--- config.mk ---
export PLATFORM = sky130hd
export DESIGN_NAME = uart_rx_buffer_cti
export DESIGN_NICKNAME = d
export VERILOG_FILES = /design/src/rtl/uart_rx_buffer_cti.sv
export SDC_FILE = /design/constraint.sdc
export NUM_CORES = 1
export LEC_CHECK = 0
export CELL_PAD_IN_SITES_DETAIL_PLACEMENT = 1
export CELL_PAD_IN_SITES_GLOBAL_PLACEMENT = 1
export CORE_MARGIN = 2
export CORE_UTILIZATION = 54
export CTS_CLUSTER_SIZE = 28
export DETAILED_ROUTE_END_ITERATION = 6
export PLACE_DENSITY_LB_ADDON = 0.1
export SKIP_CTS_REPAIR_TIMING = 1
export SLEW_MARGIN = 0
export SYNTH_ARGS = -nofsm -noshare
export SYNTH_HDL_FRONTEND = slang
export SYNTH_SLANG_ARGS = --single-unit
--- constraint.sdc ---
create_clock -name CLK -period 4.8 [get_ports CLK]
set_input_delay 0.48 -clock CLK [delete_from_list [all_inputs] [get_ports CLK]]
set_output_delay 0.48 -clock CLK [all_outputs]
set_load 0.01 [all_outputs]
--- src/rtl/uart_rx_buffer_cti.sv ---
// uart_rx_buffer_cti
// Receive character buffer between the UART deserialiser and the register block.
// First-word-fall-through FIFO with a programmable trigger level, sticky overrun
// and a 16550-style character-timeout (CTI) indication.
// Build option: define UART_RX_BUF_ERRFLAG_EN to store parity/framing flags per
// entry and to report err_in_fifo_o. Without it the flag outputs are tied low.
//
// CTI FSM states
//   state | meaning
//   IDLE  | FIFO empty, timeout counter held at 0
//   COUNT | data held, counting idle baud ticks since the last push/pop
//   FIRED | timeout reached, cti_o asserted until push, pop, empty or clear

module uart_rx_buffer_cti #(
    parameter int DATA_WIDTH    = 8,
    parameter int DEPTH         = 16,
    parameter int TIMEOUT_CHARS = 4
) (
    input  logic                    CLK,
    input  logic                    RESETN,
    input  logic                    clr_i,
    input  logic                    rx_valid_i,
    input  logic [DATA_WIDTH-1:0]   rx_data_i,
    input  logic                    rx_perr_i,
    input  logic                    rx_ferr_i,
    input  logic                    baud_tick_i,
    input  logic [3:0]              bits_per_char_i,
    input  logic [1:0]              trig_lvl_i,
    input  logic                    rd_en_i,
    output logic [DATA_WIDTH-1:0]   rd_data_o,
    output logic                    rd_perr_o,
    output logic                    rd_ferr_o,
    output logic                    rd_valid_o,
    output logic [$clog2(DEPTH):0]  count_o,
    output logic                    rda_o,
    output logic                    cti_o,
    output logic                    overrun_o,
    input  logic                    ovr_clr_i,
    output logic                    err_in_fifo_o
);

    localparam int AW = $clog2(DEPTH);
    localparam int CW = AW + 1;
    localparam int TW = $clog2(TIMEOUT_CHARS * 12 + 1);
`ifdef UART_RX_BUF_ERRFLAG_EN
    localparam int EW = DATA_WIDTH + 2;
`else
    localparam int EW = DATA_WIDTH;
`endif

    typedef enum logic [1:0] {
        IDLE  = 2'd0,
        COUNT = 2'd1,
        FIRED = 2'd2
    } cti_state_t;

    logic [EW-1:0]  mem [DEPTH];
    logic [AW-1:0]  wr_ptr;
    logic [AW-1:0]  rd_ptr;
    logic [CW-1:0]  count;
    logic [CW-1:0]  count_next;
    logic           empty;
    logic           full;
    logic           do_push;
    logic           do_pop;
    logic           overrun_set;
    logic [EW-1:0]  wr_entry;
    logic [EW-1:0]  head;

    cti_state_t     state;
    logic [TW-1:0]  tmr;
    logic [TW-1:0]  tmr_inc;
    logic [TW-1:0]  limit;
    logic [3:0]     bits_eff;
    logic           activity;

    assign empty       = (count == '0);
    assign full        = (count == CW'(DEPTH));
    // A pop makes room, so a push into a full FIFO is accepted in the same cycle.
    assign do_pop      = rd_en_i & ~empty & ~clr_i;
    assign do_push     = rx_valid_i & ~clr_i & (~full | do_pop);
    assign overrun_set = rx_valid_i & ~clr_i & full & ~do_pop;
    assign head        = mem[rd_ptr];
    assign activity    = do_push | do_pop;

    // Next fill level; clear has priority over push and pop.
    always_comb begin
        count_next = count;
        if (clr_i)
            count_next = '0;
        else if (do_push && !do_pop)
            count_next = count + CW'(1);
        else if (do_pop && !do_push)
            count_next = count - CW'(1);
    end

    // Character storage, intentionally not reset.
    always_ff @(posedge CLK) begin
        if (do_push)
            mem[wr_ptr] <= wr_entry;
    end

    // Pointers and fill counter.
    always_ff @(posedge CLK or negedge RESETN) begin
        if (!RESETN) begin
            wr_ptr <= '0;
            rd_ptr <= '0;
            count  <= '0;
        end else begin
            count <= count_next;
            if (clr_i) begin
                wr_ptr <= '0;
                rd_ptr <= '0;
            end else begin
                if (do_push)
                    wr_ptr <= wr_ptr + AW'(1);
                if (do_pop)
                    rd_ptr <= rd_ptr + AW'(1);
            end
        end
    end

    // Sticky overrun; a new overrun beats a simultaneous clear.
    always_ff @(posedge CLK or negedge RESETN) begin
        if (!RESETN)
            overrun_o <= 1'b0;
        else if (overrun_set)
            overrun_o <= 1'b1;
        else if (ovr_clr_i)
            overrun_o <= 1'b0;
    end

    assign rd_valid_o = ~empty;
    assign count_o    = count;
    assign rd_data_o  = empty ? '0 : head[DATA_WIDTH-1:0];

    // Receive-data-available against the selected trigger level.
    always_comb begin
        rda_o = 1'b0;
        case (trig_lvl_i)
            2'b00:   rda_o = (count >= CW'(1));
            2'b01:   rda_o = (count >= CW'(DEPTH / 4));
            2'b10:   rda_o = (count >= CW'(DEPTH / 2));
            default: rda_o = (count >= CW'(DEPTH - 2));
        endcase
    end

    // Character length clamped to the legal 7..12 bit range.
    always_comb begin
        bits_eff = bits_per_char_i;
        if (bits_per_char_i < 4'd7)
            bits_eff = 4'd7;
        else if (bits_per_char_i > 4'd12)
            bits_eff = 4'd12;
    end

    assign limit   = TW'(TIMEOUT_CHARS * int'(bits_eff));
    assign tmr_inc = tmr + TW'(1);

    // Character-timeout FSM with registered cti_o.
    always_ff @(posedge CLK or negedge RESETN) begin
        if (!RESETN) begin
            state <= IDLE;
            tmr   <= '0;
            cti_o <= 1'b0;
        end else begin
            case (state)
                IDLE: begin
                    tmr   <= '0;
                    cti_o <= 1'b0;
                    if (count_next != '0)
                        state <= COUNT;
                end
                COUNT: begin
                    if (count_next == '0) begin
                        state <= IDLE;
                        tmr   <= '0;
                    end else if (activity) begin
                        tmr <= '0;
                    end else if (baud_tick_i) begin
                        tmr <= tmr_inc;
                        if (tmr_inc >= limit) begin
                            state <= FIRED;
                            cti_o <= 1'b1;
                        end
                    end
                end
                FIRED: begin
                    if (count_next == '0) begin
                        state <= IDLE;
                        tmr   <= '0;
                        cti_o <= 1'b0;
                    end else if (activity) begin
                        state <= COUNT;
                        tmr   <= '0;
                        cti_o <= 1'b0;
                    end
                end
                default: begin
                    state <= IDLE;
                    tmr   <= '0;
                    cti_o <= 1'b0;
                end
            endcase
        end
    end

`ifdef UART_RX_BUF_ERRFLAG_EN
    logic [CW-1:0] err_cnt;
    logic          err_push;
    logic          err_pop;

    assign wr_entry = {rx_ferr_i, rx_perr_i, rx_data_i};
    assign err_push = do_push & (rx_perr_i | rx_ferr_i);
    assign err_pop  = do_pop & (head[DATA_WIDTH] | head[DATA_WIDTH+1]);

    // Saturating count of stored entries that carry an error flag.
    always_ff @(posedge CLK or negedge RESETN) begin
        if (!RESETN)
            err_cnt <= '0;
        else if (clr_i)
            err_cnt <= '0;
        else if (err_push && !err_pop && err_cnt != CW'(DEPTH))
            err_cnt <= err_cnt + CW'(1);
        else if (err_pop && !err_push && err_cnt != '0)
            err_cnt <= err_cnt - CW'(1);
    end

    assign err_in_fifo_o = (err_cnt != '0);
    assign rd_perr_o     = ~empty & head[DATA_WIDTH];
    assign rd_ferr_o     = ~empty & head[DATA_WIDTH+1];
`else
    logic unused_err;

    assign wr_entry      = rx_data_i;
    assign unused_err    = rx_perr_i ^ rx_ferr_i;
    assign err_in_fifo_o = 1'b0;
    assign rd_perr_o     = 1'b0;
    assign rd_ferr_o     = 1'b0;
`endif

endmodule

**After elaboration in Yosys (flattened, before gate mapping)**

Memories as Yosys holds them, arrays and structs flattened.
Index checks and enable logic that the tools add are counted.

- Latch bits: 0
- Flip-flop bits (word level): 23
- RAM bits: 128
- Memories kept: 1
- Memory bits (read-only): 0
- Input port bits: 23
- Output and inout port bits: 20

- Add/subtract/negate cells: 5
- Multipliers: 0
- Reduce and logical (&&, ||, !) cells: 15
- Muxes and demuxes: 36
- Shift-type cells: 0
- Divide/modulo/power cells: 0
- Equal/unequal tests: 15
- Bitwise operators: 12
- Magnitude comparators: 7

Memory list:

| name | words | width | read ports | clocked after memory_dff | write ports | line | RTL |
|---|---|---|---|---|---|---|---|
| mem | 16 | 8 | 1 | 0 | 1 | 57 | `logic [EW-1:0] mem [DEPTH];` |

Operators with widths:

| operator | count |
|---|---|
| $mux W6 | 5 |
| $mux W4 | 6 |
| $mux W5 | 3 |
| $mux W2 | 7 |
| $ne A3 B3 Y1 const B | 4 |
| $pmux W6 S2 | 1 |
| $ge A5 B4 Y1 const B | 2 |
| $logic_not A5 Y1 | 2 |
| $mux W1 | 10 |
| $ne A2 B2 Y1 const B | 5 |
| $reduce_and A5 Y1 | 2 |
| $add A4 B1 Y4 const B | 2 |
| $mux W8 | 1 |
| $add A6 B1 Y6 const B | 1 |
| $and A1 B1 Y1 | 6 |
| $ge A6 B6 Y1 | 1 |
| $pmux W2 S3 | 1 |
| $reduce_bool A2 Y1 | 3 |
| $add A5 B1 Y5 const B | 1 |
| $eq A5 B5 Y1 const B | 1 |
| $ge A5 B1 Y1 const B | 1 |
| $ge A5 B3 Y1 const B | 1 |
| $reduce_bool A5 Y1 | 1 |
| $sub A5 B1 Y5 const B | 1 |
| 13 further kinds | 22 |

**Longest topological paths before layout**

Gate-level depths: netlist of run 1.

- Depth in word-level cells: 14
- Mapped depth: 9

**Worst setup path before layout of run 1**

Ideal clock, no wire load.

- Path kind: reg-to-reg
- From: register count[1], in the netlist count_o[1]
- To: register cti_o
- Setup time: 140 ps
- Stages on the path, launching flop included: 9
- Clock period less this slack: 2531 ps
- Buffers on the path: 0
- Slack: 2269 ps
- Data arrival time: 2392 ps
- Cell sequence: dfrtp_1 -> inv_1 -> ha_1 -> or3b_1 -> a22o_1 -> or3_1 -> a32oi_1 -> nor4b_4 -> a22oi_2

- Longest elaborated chain between the ends: 14

Ends and longest elaborated chain:

| item | line | RTL |
|---|---|---|
| start: declaration | 60 | `logic [CW-1:0] count;` |
| start signal: assignment | 110 | `count <= count_next;` |
| $logic_not A5 Y1 | 77 | `assign empty = (count == '0);` |
| $not A1 Y1 | 80 | `assign do_pop = rd_en_i & ~empty & ~clr_i;` |
| $and A1 B1 Y1 (2 in series) | 80 |  |
| $or A1 B1 Y1 | 81 | `assign do_push = rx_valid_i & ~clr_i & (~full \| do_pop);` |
| $and A1 B1 Y1 | 81 |  |
| $logic_not A1 Y1 | 93 | `else if (do_pop && !do_push)` |
| $logic_and A1 B1 Y1 | 93 |  |
| $mux W5 | 93 |  |
| $mux W5 | 91 | `else if (do_push && !do_pop)` |
| $mux W5 | 89 | `if (clr_i)` |
| $logic_not A5 Y1 | 175, 189 |  |
| $ne A3 B3 Y1 (no source line), or another cell as far along | n/a |  |
| $reduce_and A5 Y1 (no source line) / $pmux W1 S2 (equally long branches) | n/a |  |
| end signal: assignment | 184 | `cti_o <= 1'b1;` |
| end signal: assignment | 192 | `cti_o <= 1'b0;` |
| end signal: assignment | 196 | `cti_o <= 1'b0;` |
| end: declaration | 36 | `output logic cti_o,` |

Parallel ways exist; a longest one is shown, timed or not.
A chain may end at the register's enable or synchronous reset.

**Worst setup path in the final report of run 1**

- From: register rd_ptr[1]
- To: output port rd_data_o[3]

- Longest elaborated chain between the ends: 2

Ends and longest elaborated chain:

| item | line | RTL |
|---|---|---|
| start: declaration | 59 | `logic [AW-1:0] rd_ptr;` |
| start signal: assignment | 118 | `rd_ptr <= rd_ptr + AW'(1);` |
| $mem_v2 Z16 W8 | n/a |  |
| $mux W8 | 135 | `assign rd_data_o = empty ? '0 : head[DATA_WIDTH-1:0];` |
| end: declaration | 30 | `output logic [DATA_WIDTH-1:0] rd_data_o,` |

Every way passes these cells.

==> impl_metrics.tcl, run 1 <==
set metrics [dict create \
    run_status "finished clean" \
    gr-total-overflow 0 \
    avgSynthCellArea_um2 15.05 \
    synth_area_um2 6711 \
    io_pins 43 \
    root_buffer "clkbuf_16" \
    row_count 40 \
    setup_viol 0 \
    port_buffers 37 \
    grt_pass1_wl_um 23670 \
    end_kind "primary output" \
    final_max_slew_viol_count 0 \
    path_clk_slew_ns 0.06 \
    intPower_mw 2.752 \
    die_area_um2 13340 \
    cts.sinks 151 \
    grt_pass1_vias 4221 \
    max-cap-violations 0 \
    start_util 0.5564 \
    drt_iter0_drc 301 \
    cp.required_ns 4.32 \
    drtAntennaViolNets 0 \
    viasPerCell 6.089 \
    clockBufferDepth 2 \
    slew-limit-headroom 0.1800 \
    synthCells 446 \
    power.density_nw_per_um2 485.0 \
    place_congestion 0.8126 \
    worstPathMaxFanout 21 \
    nFillCells 1097 \
    num_vias 4037 \
    swShare 0.2752 \
    antenna_found_initial 0 \
    cts_buffers 17 \
    p_clk_frac 0.362 \
    yosysUniqueCellTypes 54 \
    yosysSeqAreaShare 0.6585 \
    cts_tree "yes" \
    fin_util 0.6492 \
    netSwitchingPower_mw 1.045 \
    ys_warn_count 0 \
    hold_path.class "reg2reg" \
    tightest_slew_ns 1.221 \
    diodes 0 \
    die_h_um 115.5 \
    final_common_cell "edfxtp_1" \
    worst_hold_slack_ns 0.5519 \
    crit_slowest_cell "dfrtp_1" \
    ys.flop_type "edfxtp_1" \
    dp_hpwl_um 10010 \
    rsz0062_at_grt "no" \
    worst-endpoint-arrival_ns 3.66 \
    async_reset_ff_frac 0.1523 \
    grt_max_degree 33 \
    power_frac_seq 0.420 \
    fin_crit_ns 4.140 \
    tns_ns 0 \
    critical_path.cell_chain "nand2_1 > o221ai_1 > o22ai_1 > a211oi_1 > clkdlybuf4s50_1" \
    die_w_um 115.5 \
    coreArea_um2 12060 \
    p_leak_nw 2.688 \
    drive_gt1_frac 0.1172 \
    wl_per_cell_um 22.64 \
    pwr-share-comb 0.219 \
    drc 0 \
    finalWirelength_um 15010 \
    gr-usage-all-layers 0.2433 \
    final_cell_mix "128 x edfxtp_1, 37 x clkdlybuf4s50_1, 33 x mux2i_1" \
    clock_skew_ns 0.01147 \
    firstDrtPassIters 4 \
    critPathKind "reg2out" \
    min_period_over_period 0.8625 \
    critPathLaunchType "flop" \
    area_growth_syn_to_layout_pct 16.67 \
    fin_nets 521 \
    insertion_delay_ns 0.42 \
    timing.final.hold_violations 0 \
    synth_seq_cells 151 \
    htree_levels 4 \
    synth_enable_flop_cells 128 \
    fmax_mhz 241.5 \
    max_stage_delay_ns 0.94 \
    peakVddDrop_uv 308.6 \
]
[flip-flops by register name (all words and copies together), names as in the netlist]
name and flops:
count_o 5, cti_o 1, mem 128, rd_ptr 4, tmr 6, state 2
overrun_o 1, wr_ptr 4
[critical path, delay by kind of cell, from the launching register on]
family,cells,cell delay (ns)
DFF,1,0.94
and+or+nand+nor,1,0.65
AOI/OAI and AO/OA,3,1.04
buffers and inverters,1,0.61
[layout make-up]
| type | count | area [um^2] | area share |
|---|---|---|---|
| Sequential cell | 151 | 4420 | 0.5646 |
| Multi-Input combinational cell | 253 | 2111 | 0.2696 |
| Clock inverter | 14 | 180.2 | 0.02301 |
| Timing Repair Buffer | 44 | 422.9 | 0.05401 |
| Tap cell | 168 | 210.2 | 0.02685 |
| Inverter | 16 | 60.06 | 0.007670 |
| Clock buffer | 17 | 425.4 | 0.05433 |
[per-layer routing]
layer	wire length, um	share of wire	global-route usage	vias to the layer above
met4	212	0.014	0.09157	0
li1	-	-	-	1809
met5	0	0	0	-
met1	6854	0.46	0.3362	2122
met3	510	0.034	0.04969	19
met2	7432	0.50	0.3867	87
[cell families (layout without fill, tap and decap cells)]
kind of cell | count (synthesis) | count (layout) | share of synthesized area
fa+ha+maj | 15 | 15 | 0.02796
flops | 151 | 151 | 0.6585
xor+xnor | 15 | 15 | 0.01958
simple gates | 98 | 98 | 0.08072
mux | 52 | 52 | 0.1079
buf+inv | 44 | 91 | 0.02815
compound gates | 70 | 70 | 0.07662
other cells | 1 | 3 | 0.0005587
[Yosys cell counts, types with 5 or more instances]
cell type	n	area, um^2
nor3_1	13	65.06
clkbuf_1	16	60.06
o21ai_0	7	35.03
dfrtp_1	23	575.6
mux2i_1	33	330.3
inv_1	16	60.06
ha_1	15	187.7
mux4_2	16	360.4
nor2b_1	7	43.79
xnor2_1	8	70.07
edfxtp_1	128	3844
a21oi_1	8	40.04
o221ai_1	17	148.9
and3_1	5	31.28
a211oi_1	11	82.58
and2_1	10	62.56
nor2_1	18	67.56
o22ai_1	8	50.05
a22oi_1	6	45.04
nand2_1	22	82.58
xor2_1	7	61.31
nand3_1	5	25.02
[power groups by stage]
stage | combinational, mW | clock, mW | sequential [mW]
floorplan | 0.593 | 0 | 1.53
global placement | 0.801 | 0 | 1.62
detailed placement | 0.823 | 0 | 1.62
CTS | 0.832 | 1.39 | 1.59
global route | 0.892 | 1.44 | 1.60
finish | 0.831 | 1.37 | 1.59
[final timing paths]
check	startpoint	to	slack, ns	depth (start not counted)
min in group asynchronous	RESETN	count_o[1]	0.66	1
worst max register to register	count_o[1]	cti_o	1.72	9
worst min register to register	overrun_o	overrun_o	0.55	2
worst min-delay path	overrun_o	overrun_o	0.55	2
worst max-delay path	rd_ptr[1]	rd_data_o[3]	0.66	5
max in group asynchronous	RESETN	rd_ptr[0]	3.41	1
[stage by stage]
step / total power, mW / setup slack, ns / area [um^2] / instances
3_3_place_gp: 2.416 / 1.125 / 7224 / 632
2_1_floorplan: 2.120 / 2.269 / 6719 / 448
5_1_grt: 3.931 / 0.4970 / 7830 / 663
3_5_place_dp: 2.443 / 1.102 / 7224 / 632
4_1_cts: 3.813 / 0.6643 / 7830 / 663
6_report: 3.798 / 0.6598 / 7830 / 663
(Power assumes the default switching activity.)
==> inputs of run 2 (changes only) <==
CAP_MARGIN = 20   (was default)
==> run 2 against run 1 <==
Compared with the run above:
- non-clock buffer count increased by 2
- total power about the same
- first-iteration DRC count increased by 4.7%
- combinational power about the same
- fmax increased by 0.90%
- die area unchanged
- wire length decreased by 0.21%
- setup slack improved by 0.037 ns
- via count decreased by 0.69%
- sequential power about the same
- largest power group unchanged
- highest routed layer unchanged
==> impl_metrics.tcl, run 2 (synthesis gave the netlist of run 1 again) <==
set metrics [dict create \
    grt_pass1_wl_um 23670 \
    area_growth_syn_to_layout_pct 17.19 \
    worst-r2r-setup-slack_ns 1.73 \
    setup_viol 0 \
    io_pins 43 \
    p_leak_nw 2.705 \
    setup_slack_ns 0.6967 \
    num_vias 4009 \
    worstPathMaxFanout 21 \
    drtAntennaViolNets 0 \
    cts.sinks 151 \
    diodes 0 \
    fin_util 0.6521 \
    fmax_mhz 243.7 \
    critPathKind "reg2out" \
    critPathTopFamily "compound AO/OA/AOI/OAI gates" \
    path_clk_slew_ns 0.06 \
    power.density_nw_per_um2 483.1 \
    dp_hpwl_um 10010 \
    fin_crit_ns 4.103 \
    max_stage_delay_ns 0.93 \
    stdcell_count 665 \
    firstDrtPassIters 4 \
    worst-endpoint-arrival_ns 3.62 \
    p_total_mw 3.799 \
    htree_levels 4 \
    critPathLaunchType "flop" \
    die_h_um 115.5 \
    finalWirelength_um 14980 \
    dpl_worst_slack_ns 1.102 \
    critical_path.cell_chain "nand2_1 > o221ai_1 > o22ai_1 > a211oi_1 > clkdlybuf4s50_1" \
    largest_reg_flops 128 \
    timing.final.hold_violations 0 \
    nFillCells 1091 \
    wl_per_cell_um 22.52 \
    rsz0062_at_grt "no" \
    slew-limit-headroom 0.3381 \
    start_util 0.5564 \
    final_common_cell "edfxtp_1" \
    port_buffers 37 \
    worst_hold_slack_ns 0.3294 \
    drive_gt1_frac 0.1207 \
    crit_slowest_cell "dfrtp_1" \
    coreArea_um2 12060 \
    hold_path.class "in2async" \
    crit_buf_inv 1 \
    grt_max_degree 33 \
    drc 0 \
    max-cap-violations 0 \
    final_max_slew_viol_count 0 \
    clock_skew_ns 0.01089 \
    seq_area_um2 4420 \
    gr-total-overflow 0 \
    die_area_um2 13340 \
    cts_buffers 17 \
    viasPerCell 6.029 \
    place_congestion 0.8126 \
    root_buffer "clkbuf_16" \
    cp.required_ns 4.32 \
    final_cell_mix "128 x edfxtp_1, 37 x clkdlybuf4s50_1, 33 x mux2i_1" \
    gr-usage-all-layers 0.2433 \
    grt_pass1_vias 4221 \
    tns_ns 0 \
    cts_tree "yes" \
    insertion_delay_ns 0.42 \
    tightest_slew_ns 0.9929 \
    drt_iter0_drc 315 \
    fin_nets 523 \
    multiInputGateArea_um2 2111 \
    peakVddDrop_uv 308.9 \
    die_w_um 115.5 \
    top_register "mem" \
    place_inst 632 \
    end_kind "primary output" \
    run_status "finished clean" \
    stdcell_area_um2 7865 \
    row_count 40 \
    clockBufferDepth 2 \
    placed_cell_area_um2 7224 \
    min_period_over_period 0.8549 \
    antenna_found_initial 0 \
]
## run 2: worst register-to-register path, stage by stage (launching register included)
cell and delay [ns]:
dfrtp_1 0.48, inv_1 0.15, ha_1 0.24, nor4b_2 0.27
buf_4 0.26, nor2_1 0.12, a21oi_1 0.19, mux2_2 0.39
nor4b_4 0.64, a22oi_2 0.18
## run 2: power by group
group          switching (mW)  internal [mW]  total, mW
sequential              0.130           1.46       1.59
clock                   0.513          0.861       1.37
combinational           0.402          0.430      0.832
## run 2: per-layer routing
metal / vias to the layer above / part of all wire / GRT usage / wire length [um]
li1: 1810 / - / - / -
met1: 2073 / 0.43 / 0.3362 / 6470
met2: 106 / 0.50 / 0.3867 / 7461
met3: 20 / 0.055 / 0.04969 / 820
met4: 0 / 0.015 / 0.09157 / 225
met5: - / 0 / 0 / 0
## run 2: worst paths after layout
kind	startpoint	endpoint	cells after the start
worst max-delay path	rd_ptr[1]	rd_data_o[2]	5
worst min-delay path	RESETN	tmr[5]	1
worst max register to register	count_o[1]	cti_o	9
worst min register to register	overrun_o	overrun_o	2
max in group asynchronous	RESETN	rd_ptr[0]	2
min in group CLK	overrun_o	overrun_o	2
## run 2: area by class of cell
cell class / instances / area share
sequential: 151 / 0.5620
clock buffer: 17 / 0.05409
multi-input combinational: 253 / 0.2684
timing repair buffer: 46 / 0.05822
tap: 168 / 0.02673
clock inverter: 14 / 0.02291
inverter: 16 / 0.007636
